## config.mk

```make
export PLATFORM = sky130hd
export DESIGN_NAME = debounce_multi_flat
export DESIGN_NICKNAME = d
export VERILOG_FILES = /design/src/rtl/debounce_multi_if.sv /design/src/rtl/debounce_multi.sv /design/src/flat_wrapper.sv
export SDC_FILE = /design/constraint.sdc
export NUM_CORES = 1
export LEC_CHECK = 0
export CAP_MARGIN = 15
export CORE_ASPECT_RATIO = 1.2
export CORE_MARGIN = 8
export CORE_UTILIZATION = 60
export CTS_CLUSTER_DIAMETER = 30
export DETAILED_ROUTE_END_ITERATION = 16
export PLACE_DENSITY = 0.79
export SYNTH_ARGS = -nofsm -noshare
export SYNTH_HDL_FRONTEND = slang
export SYNTH_SLANG_ARGS = --single-unit
export TNS_END_PERCENT = 30
```

## constraint.sdc

```tcl
create_clock -name clk -period 2.1 [get_ports clk]
set_input_delay 0.63 -clock clk [delete_from_list [all_inputs] [get_ports clk]]
set_output_delay 0.63 -clock clk [all_outputs]
set_load 0.01 [all_outputs]
```

## src/rtl/debounce_multi_if.sv

```systemverilog
// debounce_multi_if: bundles the raw pin inputs and the cleaned outputs of the
// multi-channel debouncer. The master side drives the noisy pins and observes
// the debounced levels and strobes. The slave side is the debouncer itself.
interface debounce_multi_if #(
    parameter int CHANNELS = 4
);
    logic [CHANNELS-1:0] noisy;
    logic [CHANNELS-1:0] debounced;
    logic [CHANNELS-1:0] rise;
    logic [CHANNELS-1:0] fall;

    modport master (
        output noisy,
        input  debounced,
        input  rise,
        input  fall
    );

    modport slave (
        input  noisy,
        output debounced,
        output rise,
        output fall
    );
endinterface

```

## src/rtl/debounce_multi.sv

```systemverilog
// debounce_multi: CHANNELS independent debouncers, each with its own counter
// and 4-state FSM, plus registered one-cycle rise/fall strobes.
// A new level must be seen on DEBOUNCE_CYCLES+1 consecutive samples before
// the debounced output follows it; shorter bursts are discarded silently.
// Optional macro DEBOUNCE_SYNC_EN: inserts a two-flop synchroniser per channel
// in front of the FSM (adds 2 cycles of latency). Without it the FSM samples
// noisy directly, which suits inputs already synchronous to clk.
module debounce_multi #(
    parameter int CHANNELS        = 4,
    parameter int DEBOUNCE_CYCLES = 500000,
    parameter int INIT_LEVEL      = 0
) (
    input logic             clk,
    input logic             reset,
    debounce_multi_if.slave bus
);
    localparam int CNT_WIDTH = $clog2(DEBOUNCE_CYCLES);
    localparam logic INIT_BIT = (INIT_LEVEL != 0);
    localparam logic [CNT_WIDTH-1:0] CNT_LAST = CNT_WIDTH'(DEBOUNCE_CYCLES - 1);

    typedef enum logic [1:0] {
        ST_LO   = 2'd0,
        WAIT_HI = 2'd1,
        ST_HI   = 2'd2,
        WAIT_LO = 2'd3
    } state_t;

    localparam state_t RESET_STATE = INIT_BIT ? ST_HI : ST_LO;

    logic [CHANNELS-1:0] deb_q;
    logic [CHANNELS-1:0] rise_q;
    logic [CHANNELS-1:0] fall_q;

    assign bus.debounced = deb_q;
    assign bus.rise      = rise_q;
    assign bus.fall      = fall_q;

    for (genvar i = 0; i < CHANNELS; i++) begin : g_chan
        logic                 s;
        state_t               state;
        logic [CNT_WIDTH-1:0] cnt;
        logic                 deb_r;
        logic                 rise_r;
        logic                 fall_r;

`ifdef DEBOUNCE_SYNC_EN
        logic sync1;
        logic sync2;

        // Two-flop synchroniser so the FSM never sees a metastable pin value.
        always_ff @(posedge clk) begin
            if (reset) begin
                sync1 <= INIT_BIT;
                sync2 <= INIT_BIT;
            end else begin
                sync1 <= bus.noisy[i];
                sync2 <= sync1;
            end
        end

        assign s = sync2;
`else
        assign s = bus.noisy[i];
`endif

        // Per-channel FSM: the debounced level and strobes only change when a
        // WAIT state completes its full interval, so they are registered here.
        always_ff @(posedge clk) begin
            if (reset) begin
                state  <= RESET_STATE;
                cnt    <= '0;
                deb_r  <= INIT_BIT;
                rise_r <= 1'b0;
                fall_r <= 1'b0;
            end else begin
                rise_r <= 1'b0;
                fall_r <= 1'b0;
                case (state)
                    ST_LO: begin
                        cnt <= '0;
                        if (s) begin
                            state <= WAIT_HI;
                        end
                    end
                    WAIT_HI: begin
                        if (!s) begin
                            state <= ST_LO;
                            cnt   <= '0;
                        end else if (cnt == CNT_LAST) begin
                            state  <= ST_HI;
                            cnt    <= '0;
                            deb_r  <= 1'b1;
                            rise_r <= 1'b1;
                        end else begin
                            cnt <= cnt + CNT_WIDTH'(1);
                        end
                    end
                    ST_HI: begin
                        cnt <= '0;
                        if (!s) begin
                            state <= WAIT_LO;
                        end
                    end
                    WAIT_LO: begin
                        if (s) begin
                            state <= ST_HI;
                            cnt   <= '0;
                        end else if (cnt == CNT_LAST) begin
                            state  <= ST_LO;
                            cnt    <= '0;
                            deb_r  <= 1'b0;
                            fall_r <= 1'b1;
                        end else begin
                            cnt <= cnt + CNT_WIDTH'(1);
                        end
                    end
                    default: begin
                        state <= ST_LO;
                        cnt   <= '0;
                        deb_r <= 1'b0;
                    end
                endcase
            end
        end

        assign deb_q[i]  = deb_r;
        assign rise_q[i] = rise_r;
        assign fall_q[i] = fall_r;
    end
endmodule
```

## src/flat_wrapper.sv

```systemverilog
// flat-port wrapper written by rule: the top's interface ports become plain ports
module debounce_multi_flat 
#(
    parameter int CHANNELS        = 4,
    parameter int DEBOUNCE_CYCLES = 500000,
    parameter int INIT_LEVEL      = 0
)
  (clk, reset, bus_noisy, bus_debounced, bus_rise, bus_fall);
  debounce_multi_if #(.CHANNELS(CHANNELS)) bus_i ();
  input logic clk;
  input logic reset;
  input wire logic [$bits(bus_i.noisy)-1:0] bus_noisy;
  output wire logic [$bits(bus_i.debounced)-1:0] bus_debounced;
  output wire logic [$bits(bus_i.rise)-1:0] bus_rise;
  output wire logic [$bits(bus_i.fall)-1:0] bus_fall;
  assign bus_i.noisy = bus_noisy;
  assign bus_debounced = bus_i.debounced;
  assign bus_rise = bus_i.rise;
  assign bus_fall = bus_i.fall;
  debounce_multi #(.CHANNELS(CHANNELS), .DEBOUNCE_CYCLES(DEBOUNCE_CYCLES), .INIT_LEVEL(INIT_LEVEL)) u_core (.clk(clk), .reset(reset), .bus(bus_i));
endmodule
```

# --- Yosys cells after proc, flatten, opt, wreduce, memory -nomap -nowiden ---
# Index checks and enable logic that the tools add are counted.
# W data, S select, Z words.
word_totals:
  register_bits: 96
  latchBits: 0
  ramBits: 0
  mem_bits_ro: 0
  inputBits: 6
  output_inout_bits: 12
  word_cells: 180
  mem_count: 0
classes:
  addsub: 4
  n_mul: 0
  div_mod_pow: 0
  n_lt_le_gt_ge: 0
  eq_ne: 48
  n_shift: 0
  mux: 68
  bitwise: 12
  n_reduce_logical: 28
ops:
  columns: ["op", "count"]
  rows:
  - ["$mux W19", 12]
  - ["$pmux W19 S3", 4]
  - ["$add A19 B1 Y19 const B", 4]
  - ["$eq A19 B19 Y1 const B", 4]
  - ["$mux W2", 24]
  - ["$ne A2 B2 Y1 const B", 16]
  - ["$pmux W2 S4", 4]
  - ["$ne A3 B2 Y1 const B", 8]
  - ["$reduce_or A3 Y1", 8]
  - ["$mux W1", 20]
  - ["$reduce_and A5 Y1", 4]
  - ["$eq A2 B2 Y1 const B", 8]
  - ["$ne A2 B1 Y1 const B", 8]
  - ["$reduce_and A4 Y1", 4]
  - ["$not A1 Y1", 12]
  - ["$eq A2 B1 Y1 const B", 4]
  - ["$logic_not A2 Y1", 4]
  - ["$pmux W1 S2", 4]
  - ["$reduce_bool A2 Y1", 4]
  - ["$reduce_or A2 Y1", 4]

# --- Depth between registers and ports, before layout ---
# Gate-level depths: netlist of the first run.
depth:
  ltp_word: 4
  ltp_mapped: 7
  ltp_nobuf: 5

# --- Least setup slack after synthesis of the first run ---
# Ideal clock, no wire load.
synth_path:
  kind: "reg-to-reg"
  start: "reg u_core.g_chan[0].cnt[0]"
  end: "reg u_core.g_chan[0].cnt[10]"
  setup_ps: 128
  arrival_time_ps: 1809
  required_ps: 1972
  path_slack_ps: 163
  path_stages_with_launch: 8
  path_buffers: 2
  period_less_slack_ps: 1937
  path_cell_list: "dfxtp_1 -> ha_1 -> and4_1 -> clkbuf_1 -> nand4_1 -> o211ai_2 -> clkbuf_1 -> nor2_1"
synth_between:
  elab_chain_cells: 4
  elab_cells_between_ends: 6
  cone_classes: "add/sub (1); eq/ne (1); mux (4)"
synth_rtl:
  columns: ["item", "line", "source"]
  rows:
  - ["from (decl)", "debounce_multi.sv:41", "logic [CNT_WIDTH-1:0] cnt;"]
  - ["from (signal assigned)", "debounce_multi.sv:95", "cnt <= cnt + CNT_WIDTH'(1);"]
  - ["from (signal assigned)", "debounce_multi.sv:114", "cnt <= cnt + CNT_WIDTH'(1);"]
  - ["$add A19 B1 Y19 / $eq A19 B19 Y1 (equally long branches)", null, null]
  - ["$mux W19 (*)", "debounce_multi.sv:89, debounce_multi.sv:108", null]
  - ["$mux W19 (on tied branches)", "debounce_multi.sv:105, debounce_multi.sv:86", null]
  - ["$pmux W19 S3 (*)", "debounce_multi.sv:78", "case (state)"]
# Every way passes the cells marked *; elsewhere a longest branch is shown, timed or not.
# A chain may end at the register's enable or synchronous reset.

# --- Worst setup path after layout of the first run ---
layout_path:
  start: "reg u_core.g_chan[3].cnt[14]"
  end: "reg u_core.g_chan[3].deb_r"
layout_between:
  elab_chain_cells: 3
  elab_cells_between_ends: 4
  cone_classes: "eq/ne (3); reduce/logical (1)"
layout_rtl:
  columns: ["item", "line", "source"]
  rows:
  - ["from (decl)", "debounce_multi.sv:41", null]
  - ["from (signal assigned)", "debounce_multi.sv:95", null]
  - ["from (signal assigned)", "debounce_multi.sv:114", null]
  - ["$eq A19 B19 Y1 (*)", "debounce_multi.sv:89, debounce_multi.sv:108", null]
  - ["$ne A2 B1 Y1 (no line)", null, null]
  - ["$reduce_and A5 Y1 (no line) (*)", null, null]
  - ["to (signal assigned)", "debounce_multi.sv:92", "deb_r <= 1'b1;"]
  - ["to (signal assigned)", "debounce_multi.sv:111", "deb_r <= 1'b0;"]
  - ["to (signal assigned)", "debounce_multi.sv:120", "deb_r <= 1'b0;"]
  - ["to (decl)", "debounce_multi.sv:42", "logic deb_r;"]
# Marked as above.

==> results.txt, run 1 <==
----------------------------------------------------
[Detailed routing]
  Detailed-routing iteration count for the pre-antenna-repair pass ... 4
  Met2 routed WL ... between 3 and 4 mm
  Routed wire per std cell ... approximately 13 um
  Met3 routed wirelength ... 338 um
  Number of nets with antenna violations after routing ... 0
  Post-route DRC violation count ... 0
  1st-iter DRT viols ... roughly 130
  Via count ... 3519
  Top layer reached by signal wires ... met4
  Post-Route WL ... 7.93 mm
  Sum of routed wire segments on met1 ... 3.60 mm
  Per-cell via count in the routed design ... 5.75

[Timing]
  Relative slew margins ... 0.607
  Clock skew after layout ... roughly 0.0067 ns
  Min Tclk post-route ... 1.96 ns
  Post-Route Hold Slack ... about 0.47 ns
  Hold Violations, Final ... 0
  Pin slew with the least headroom to its limit ... slightly below 0.6 ns
  Accumulated negative setup slack ... 0 ns
  Achievable frequency ... 510 MHz
  Post-layout worst setup margin ... 0.139 ns
  Finish-stage setup viols ... 0
  Setup repair after global routing missed its margin ... no
  Slew Viols, Final ... 0
  Final period util ... 0.934

[Layout]
  Net count reported at finish ... between 500 and 600
  Commonest cells after routing, fill and taps aside ... 96 x sky130_fd_sc_hd__dfxtp_1, 60 x sky130_fd_sc_hd__nor2_1, 30 x sky130_fd_sc_hd__nand3_1
  Final design utilization ... 0.675
  Count of filler cells inserted in the layout ... 564
  Finished Cell Area ... between 4000 and 5000 sq um
  Fraction of final layout cells with drive strength greater than 1 ... 0.0747
  Most common library cell in the layout ignoring fill and taps ... sky130_fd_sc_hd__dfxtp_1
  Final instance count without filler cells ... between 600 and 700
  Diode insertion count for antenna repair ... 0
  Area growth from synthesis to layout ... 10.8%

[Outcome]
  Result of the run ... completed

[Place]
  Inst Count DP ... 596
  Routability congestion estimate from global placement ... between 0.8 and 0.9
  Standard cell area after detailed placement ... 4570 sq um
  Worst setup slack after placement ... -0.00288 ns
  Placed wire-length estimate ... approximately 5.7 mm
  Number of port buffers ... 17

[Critical path]
  Required time reported for the critical path endpoint ... 2.39 ns
  Type of origin of the critical path ... flop
  Most repeated library cell on the critical path ... sky130_fd_sc_hd__or4b_4
  Highest cell delay on the worst timing path ... 0.54 ns
  Worst setup path startpoint ... u_core.g_chan[3].cnt[14]$_SDFF_PP0_
  WP data arrival ... ~2.3 ns
  Startpoint of the most critical register-to-register path ... u_core.g_chan[3].cnt[14]$_SDFF_PP0_
  Largest driver fanout on the critical path ... 4
  Slowest library cell on the worst path ... sky130_fd_sc_hd__or4b_4
  Crit-path leading delay family ... simple AND/OR/NAND/NOR gates
  RR Endpoint ... u_core.g_chan[3].deb_r$_SDFFE_PP0P_
  Cells along the critical path ... or4b_4 > or4b_4 > or3_1 > a31oi_1
  Type of the worst setup path ... reg2reg
  Endpoint class of the critical path ... flop
  Number of buffers and inverters on the critical path ... 0
  Number of cells on the worst reg-to-reg path ... 4
  Worst reg-to-reg setup slack ... roughly 0.14 ns

[Yosys]
  Post-Syn Nets ... roughly 510
  Synthesized flop and latch total ... 96
  Mean area per synthesized cell ... ~8.6 sq um
  Fraction of registers with async set or reset after synthesis ... 0
  Syn Inst Count ... between 500 and 600
  Sequential element share of the synthesized area ... 0.444
  Count of synthesis-stage warnings from yosys ... 0
  Distinct cell type count after synthesis ... 42
  Most used flip-flop cell after synthesis ... sky130_fd_sc_hd__dfxtp_1
  Count of flip-flops with a built-in enable after synthesis ... 0
  Post-Synthesis Cell Area ... about 4300 sq um

[Die]
  # IOs ... 18
  Chip width ... just over 90 um
  Die area ... 10200 sq um
  Core Region ... between 7000 and 8000 sq um
  Row Count ... 34
  Die H ... ~110 um
  Initial cell density of the core ... 0.609

[GRT]
  Total global routing overflow ... 0
  Pin count of the biggest net entering global routing ... 20
  Antenna violations before repair ... 0
  First-pass GRT wire length ... 13.4 mm
  Number of global-route vias before repair ... 3128
  Global-route usage over all layers ... 0.159

[Min path]
  Terminating pin of the worst hold path ... u_core.g_chan[3].cnt[0]$_SDFF_PP0_
  HP Start ... u_core.g_chan[3].cnt[0]$_SDFF_PP0_
  Worst hold path class ... reg2reg
  Depth of the worst hold-timing path ... 1

[Pwr]
  Static leakage power ... approximately 1.4 nW
  Worst supply voltage drop on vdd ... roughly 0.44 mV
  Overall power after layout ... between 3 and 4 mW
  Power density over cell area ... 681 nW/um^2

[Clock tree]
  Clock Path Buffers ... 2
  Latest clock arrival within the worst-skew pair ... between 0.3 and 0.4 ns
  CTS tree ... yes
  Count of buffers added by post-CTS timing repair for setup ... 0
  Number of sinks on the clock net ... 96
  TritonCTS buffer count ... 9
  Clock-pin transition on the worst setup and hold timing paths ... 0.09 ns
  H-tree levels ... 3
  Clk Tree Root Cell ... sky130_fd_sc_hd__clkbuf_8

[Run]
  Max-cap violations ... 0

----------------------------------------------------
==> layer usage <==
| layer | track usage | vias up |
|---|---|---|
| li1 | - | 1796 |
| met3 | 0.0427 | 10 |
| met5 | 0 | - |
| met4 | 0.0611 | 0 |
| met2 | 0.273 | 46 |
| met1 | 0.184 | 1667 |
==> sequential cells by signal (all words and copies together), names as in the netlist, named ones only <==
name / flops
u_core.g_chan.rise_r: 4
u_core.g_chan.fall_r: 4
u_core.g_chan.deb_r: 4
u_core.g_chan.cnt: 76
u_core.g_chan.state: 4
==> worst max-delay path by stage <==
| stage | endpoint | slack [ns] | depth (start not counted) |
|---|---|---|---|
| final | u_core.g_chan[3].deb_r$_SDFFE_PP0P_ | 0.14 | 4 |
| after global routing | u_core.g_chan[3].cnt[18]$_SDFF_PP0_ | 0.007 | 5 |
| after CTS | u_core.g_chan[3].deb_r$_SDFFE_PP0P_ | 0.14 | 4 |
| after detailed placement | u_core.g_chan[3].cnt[7]$_SDFF_PP0_ | -0.003 | 5 |
| after global placement | u_core.g_chan[3].cnt[7]$_SDFF_PP0_ | 0.05 | 5 |
| after floorplan | u_core.g_chan[0].cnt[10]$_SDFF_PP0_ | 0.16 | 7 |
==> synthesized netlist by cell type, types with 2 or more instances <==
cell	n	area [sq um]
sky130_fd_sc_hd__dfxtp_1	96	1920
sky130_fd_sc_hd__nor2_1	60	225
sky130_fd_sc_hd__buf_4	13	97.6
sky130_fd_sc_hd__nor4b_1	3	26.3
sky130_fd_sc_hd__inv_1	24	90.1
sky130_fd_sc_hd__o21a_1	4	30.0
sky130_fd_sc_hd__nand4_1	23	144
sky130_fd_sc_hd__clkbuf_1	9	33.8
sky130_fd_sc_hd__o21ai_0	22	110
sky130_fd_sc_hd__buf_2	2	10.0
sky130_fd_sc_hd__nand3_1	30	150
sky130_fd_sc_hd__or4b_4	2	27.5
sky130_fd_sc_hd__nor3b_1	2	15.0
sky130_fd_sc_hd__and3_1	5	31.3
sky130_fd_sc_hd__xor2_1	21	184
sky130_fd_sc_hd__nand2b_1	4	25.0
sky130_fd_sc_hd__o31ai_1	9	67.6
sky130_fd_sc_hd__or3_1	20	125
sky130_fd_sc_hd__or2_2	4	25.0
sky130_fd_sc_hd__and2_1	3	18.8
sky130_fd_sc_hd__nor4_1	9	56.3
sky130_fd_sc_hd__a31oi_1	4	25.0
sky130_fd_sc_hd__nand2_1	24	90.1
sky130_fd_sc_hd__or4_1	13	97.6
sky130_fd_sc_hd__xnor2_1	27	236
sky130_fd_sc_hd__and4_1	7	61.3
sky130_fd_sc_hd__ha_1	4	50.1
sky130_fd_sc_hd__nor3_1	20	100
sky130_fd_sc_hd__a21oi_1	26	130
==> worst register-to-register path: stages, from the launching register on <==
cell and delay [ns]:
sky130_fd_sc_hd__dfxtp_1 0.34, sky130_fd_sc_hd__or4b_4 0.54, sky130_fd_sc_hd__or4b_4 0.53, sky130_fd_sc_hd__or3_1 0.31, sky130_fd_sc_hd__a31oi_1 0.16
==> repair_timing <==
action                     4_1_cts  5_1_grt
setup endpoints to repair        0        1
hold buffers                     0        0
resized for setup                0        1
==> area by class of cell <==
cell class              instances  area [sq um]  share of cell area
multi-input cells             358          2170               0.453
flip-flops and latches         96          1920               0.401
well taps                      90           113              0.0235
clock buffers                  11           141              0.0295
clock inverters                 5          78.8              0.0164
repair buffers                 28           278              0.0580
inverters                      24          90.1              0.0188
==> where the power goes <==
| group | switching, mW | internal, mW | leakage, nW | total [mW] |
|---|---|---|---|---|
| combinational | 0.0446 | 0.0441 | 0.547 | 0.0887 |
| clock | 0.628 | 0.705 | 0.114 | 1.33 |
| sequential | 0.0103 | 1.83 | 0.775 | 1.84 |
| total | 0.683 | 2.58 | 1.44 | 3.26 |
==> kinds of logic after synthesis <==
kind of cell             after synthesis  share of synthesized area
AND/OR/NAND/NOR                      236                      0.297
flip-flops                            96                      0.444
adder cells (fa/ha/maj)                4                     0.0116
buffers and inverters                 49                     0.0547
AO/OA/AOI/OAI                         70                     0.0946
XOR/XNOR                              48                     0.0972
(Power assumes the default switching activity.)
==> run 2, diff against run 1 <==
--- a/config.mk
+++ b/config.mk
@@ -11,8 +11,8 @@
 export CORE_UTILIZATION = 60
 export CTS_CLUSTER_DIAMETER = 30
 export DETAILED_ROUTE_END_ITERATION = 16
-export PLACE_DENSITY = 0.79
+export PLACE_DENSITY_LB_ADDON = 0.08
 export SYNTH_ARGS = -nofsm -noshare
 export SYNTH_HDL_FRONTEND = slang
 export SYNTH_SLANG_ARGS = --single-unit
-export TNS_END_PERCENT = 30
+export TNS_END_PERCENT = 10
==> run 2 against run 1 <==
Total power decreased by 0.46%. Largest power group unchanged. Critical path type unchanged. Design area about the same. Critical path depth unchanged. Critical endpoint unchanged.
==> results.txt, run 2 (synthesis gave the netlist of run 1 again) <==
----------------------------------------------------
[Outcome]
  Result of the run ... completed (unchanged)

[Die]
  Row Count ... 34 (unchanged)
  Die area ... 10200 sq um (unchanged)
  Chip width ... 93.5 um (unchanged)
  Die H ... 109 um (unchanged)
  # IOs ... 18 (unchanged)
  Core Region ... 7100 sq um (unchanged)
  Initial cell density of the core ... 0.609 (unchanged)

[Layout]
  Diode insertion count for antenna repair ... 0 (unchanged)
  Most common library cell in the layout ignoring fill and taps ... sky130_fd_sc_hd__dfxtp_1 (unchanged)
  Final design utilization ... 0.675 (about the same)
  Net count reported at finish ... 528 (was 527)
  Commonest cells after routing, fill and taps aside ... 96 x sky130_fd_sc_hd__dfxtp_1, 60 x sky130_fd_sc_hd__nor2_1, 30 x sky130_fd_sc_hd__nand3_1 (unchanged)
  Fraction of final layout cells with drive strength greater than 1 ... 0.0765 (was 0.0747)
  Top register by number of flip-flops ... u_core.g_chan.cnt (unchanged)
  Area growth from synthesis to layout ... 10.9% (was 10.8%)
  Count of filler cells inserted in the layout ... 594 (was 564)
  Number of flip-flops in the largest register ... 76 (unchanged)

[Timing]
  Final period util ... 0.934 (about the same)
  Post-Route Hold Slack ... 0.482 ns (was 0.470 ns)
  Hold Violations, Final ... 0 (unchanged)
  Setup repair after global routing missed its margin ... no (unchanged)
  Post-layout worst setup margin ... 0.138 ns (was 0.139 ns)
  Relative slew margins ... 0.573 (was 0.607)
  Min Tclk post-route ... 1.96 ns (about the same)
  Finish-stage setup viols ... 0 (unchanged)
  Accumulated negative setup slack ... 0 ns (unchanged)
  Slew Viols, Final ... 0 (unchanged)
  Clock skew after layout ... 0.0122 ns (was 0.00667 ns)
  Pin slew with the least headroom to its limit ... 0.634 ns (was 0.584 ns)
  Achievable frequency ... 510 MHz (about the same)

[Clock tree]
  Gates resized, CTS repair ... 0 (unchanged)
  TritonCTS buffer count ... 9 (unchanged)
  Count of buffers added by post-CTS timing repair for setup ... 0 (unchanged)
  Latest clock arrival within the worst-skew pair ... 0.35 ns (was 0.36 ns)
  CTS tree ... yes (unchanged)
  H-tree levels ... 3 (unchanged)
  Clk Tree Root Cell ... sky130_fd_sc_hd__clkbuf_8 (unchanged)
  Clock Path Buffers ... 2 (unchanged)
  Cts hold-fix bufs ... 0 (unchanged)
  Number of sinks on the clock net ... 96 (unchanged)
  Clock-pin transition on the worst setup and hold timing paths ... 0.09 ns (about the same)

[Pwr]
  Overall power after layout ... 3.25 mW (was 3.26 mW)
  Power density over cell area ... 677 nW/um^2 (was 681 nW/um^2)
  Static leakage power ... 1.43 nW (was 1.44 nW)
  Worst supply voltage drop on vdd ... 0.516 mV (was 0.438 mV)

[Place]
  Placed wire-length estimate ... 5.62 mm (was 5.65 mm)
  Routability congestion estimate from global placement ... 0.891 (was 0.804)
  Worst setup slack after placement ... 0.0356 ns (was -0.00288 ns)
  Number of port buffers ... 17 (unchanged)

[Run]
  Max-cap violations ... 0 (unchanged)

[GRT]
  Total global routing overflow ... 0 (unchanged)
  First-pass GRT wire length ... 13.4 mm (about the same)
  Antenna violations before repair ... 0 (unchanged)
  Number of global-route vias before repair ... 3184 (was 3128)
  Global-route usage over all layers ... 0.158 (was 0.159)
  Pin count of the biggest net entering global routing ... 20 (unchanged)

[Detailed routing]
  Via count ... 3490 (was 3519)
  Number of nets with antenna violations after routing ... 0 (unchanged)
  Per-cell via count in the routed design ... 5.69 (was 5.75)
  Routed wire per std cell ... 12.5 um (was 12.9 um)
  Post-route DRC violation count ... 0 (unchanged)
  1st-iter DRT viols ... 110 (was 134)
  Detailed-routing iteration count for the pre-antenna-repair pass ... 4 (unchanged)
  Post-Route WL ... 7.67 mm (was 7.93 mm)

[Critical path]
  WP data arrival ... 2.24 ns (was 2.25 ns)
  Endpoint class of the critical path ... flop (unchanged)
  Type of the worst setup path ... reg2reg (unchanged)
  Type of origin of the critical path ... flop (unchanged)
  Required time reported for the critical path endpoint ... 2.38 ns (was 2.39 ns)
  Largest driver fanout on the critical path ... 4 (unchanged)

[Min path]
  Worst hold path class ... reg2reg (unchanged)

----------------------------------------------------
run 2: cell count changes in the layout (fill, tap and decap cells not counted), sizes merged:
cell / before / now
buf: 11 / 12
run 2: metal layers:
layer | share of wire | track usage | wire [um]
met5 | 0 | 0 | 0
met1 | 0.47 | 0.192 | 3580
met2 | 0.49 | 0.268 | 3730
met3 | 0.030 | 0.0255 | 234
met4 | 0.018 | 0.0715 | 135
run 2: layout make-up:
cell class | instances | area (sq um) | area share
Multi-Input combinational cell | 358 | 2180 | 0.454
Sequential cell | 96 | 1920 | 0.401
Clock inverter | 5 | 78.8 | 0.0164
Tap cell | 90 | 113 | 0.0235
Inverter | 24 | 90.1 | 0.0188
Timing Repair Buffer | 29 | 273 | 0.0569
Clock buffer | 11 | 141 | 0.0295
run 2: through the flow:
step                cell area [sq um]  std cells
floorplan                        4320        503
global placement                 4560        597
detailed placement               4560        597
CTS                              4780        613
global route                     4800        613
finish                           4800        613
run 2: worst max-delay path: stages, from the launching register on:
cell	delay [ns]
sky130_fd_sc_hd__dfxtp_1	0.34
sky130_fd_sc_hd__or4b_4	0.55
sky130_fd_sc_hd__or4b_4	0.53
sky130_fd_sc_hd__or3_1	0.31
sky130_fd_sc_hd__a31oi_1	0.17
run 2: final timing paths:
check / start / endpoint / slack, ns / cells after the start
worst max register to register: u_core.g_chan[3].cnt[14]$_SDFF_PP0_ / u_core.g_chan[3].deb_r$_SDFFE_PP0P_ / 0.14 / 4
worst max-delay path: u_core.g_chan[3].cnt[14]$_SDFF_PP0_ / u_core.g_chan[3].deb_r$_SDFFE_PP0P_ / 0.14 / 4
worst min register to register: u_core.g_chan[2].cnt[0]$_SDFF_PP0_ / u_core.g_chan[2].cnt[0]$_SDFF_PP0_ / 0.48 / 1
worst min-delay path: u_core.g_chan[2].cnt[0]$_SDFF_PP0_ / u_core.g_chan[2].cnt[0]$_SDFF_PP0_ / 0.48 / 1
run 2: where the power goes:
group	internal, mW	switching, mW	total [mW]
clock	0.705	0.612	1.32
sequential	1.83	0.0102	1.84
combinational	0.0439	0.0452	0.0891
total	2.58	0.667	3.25
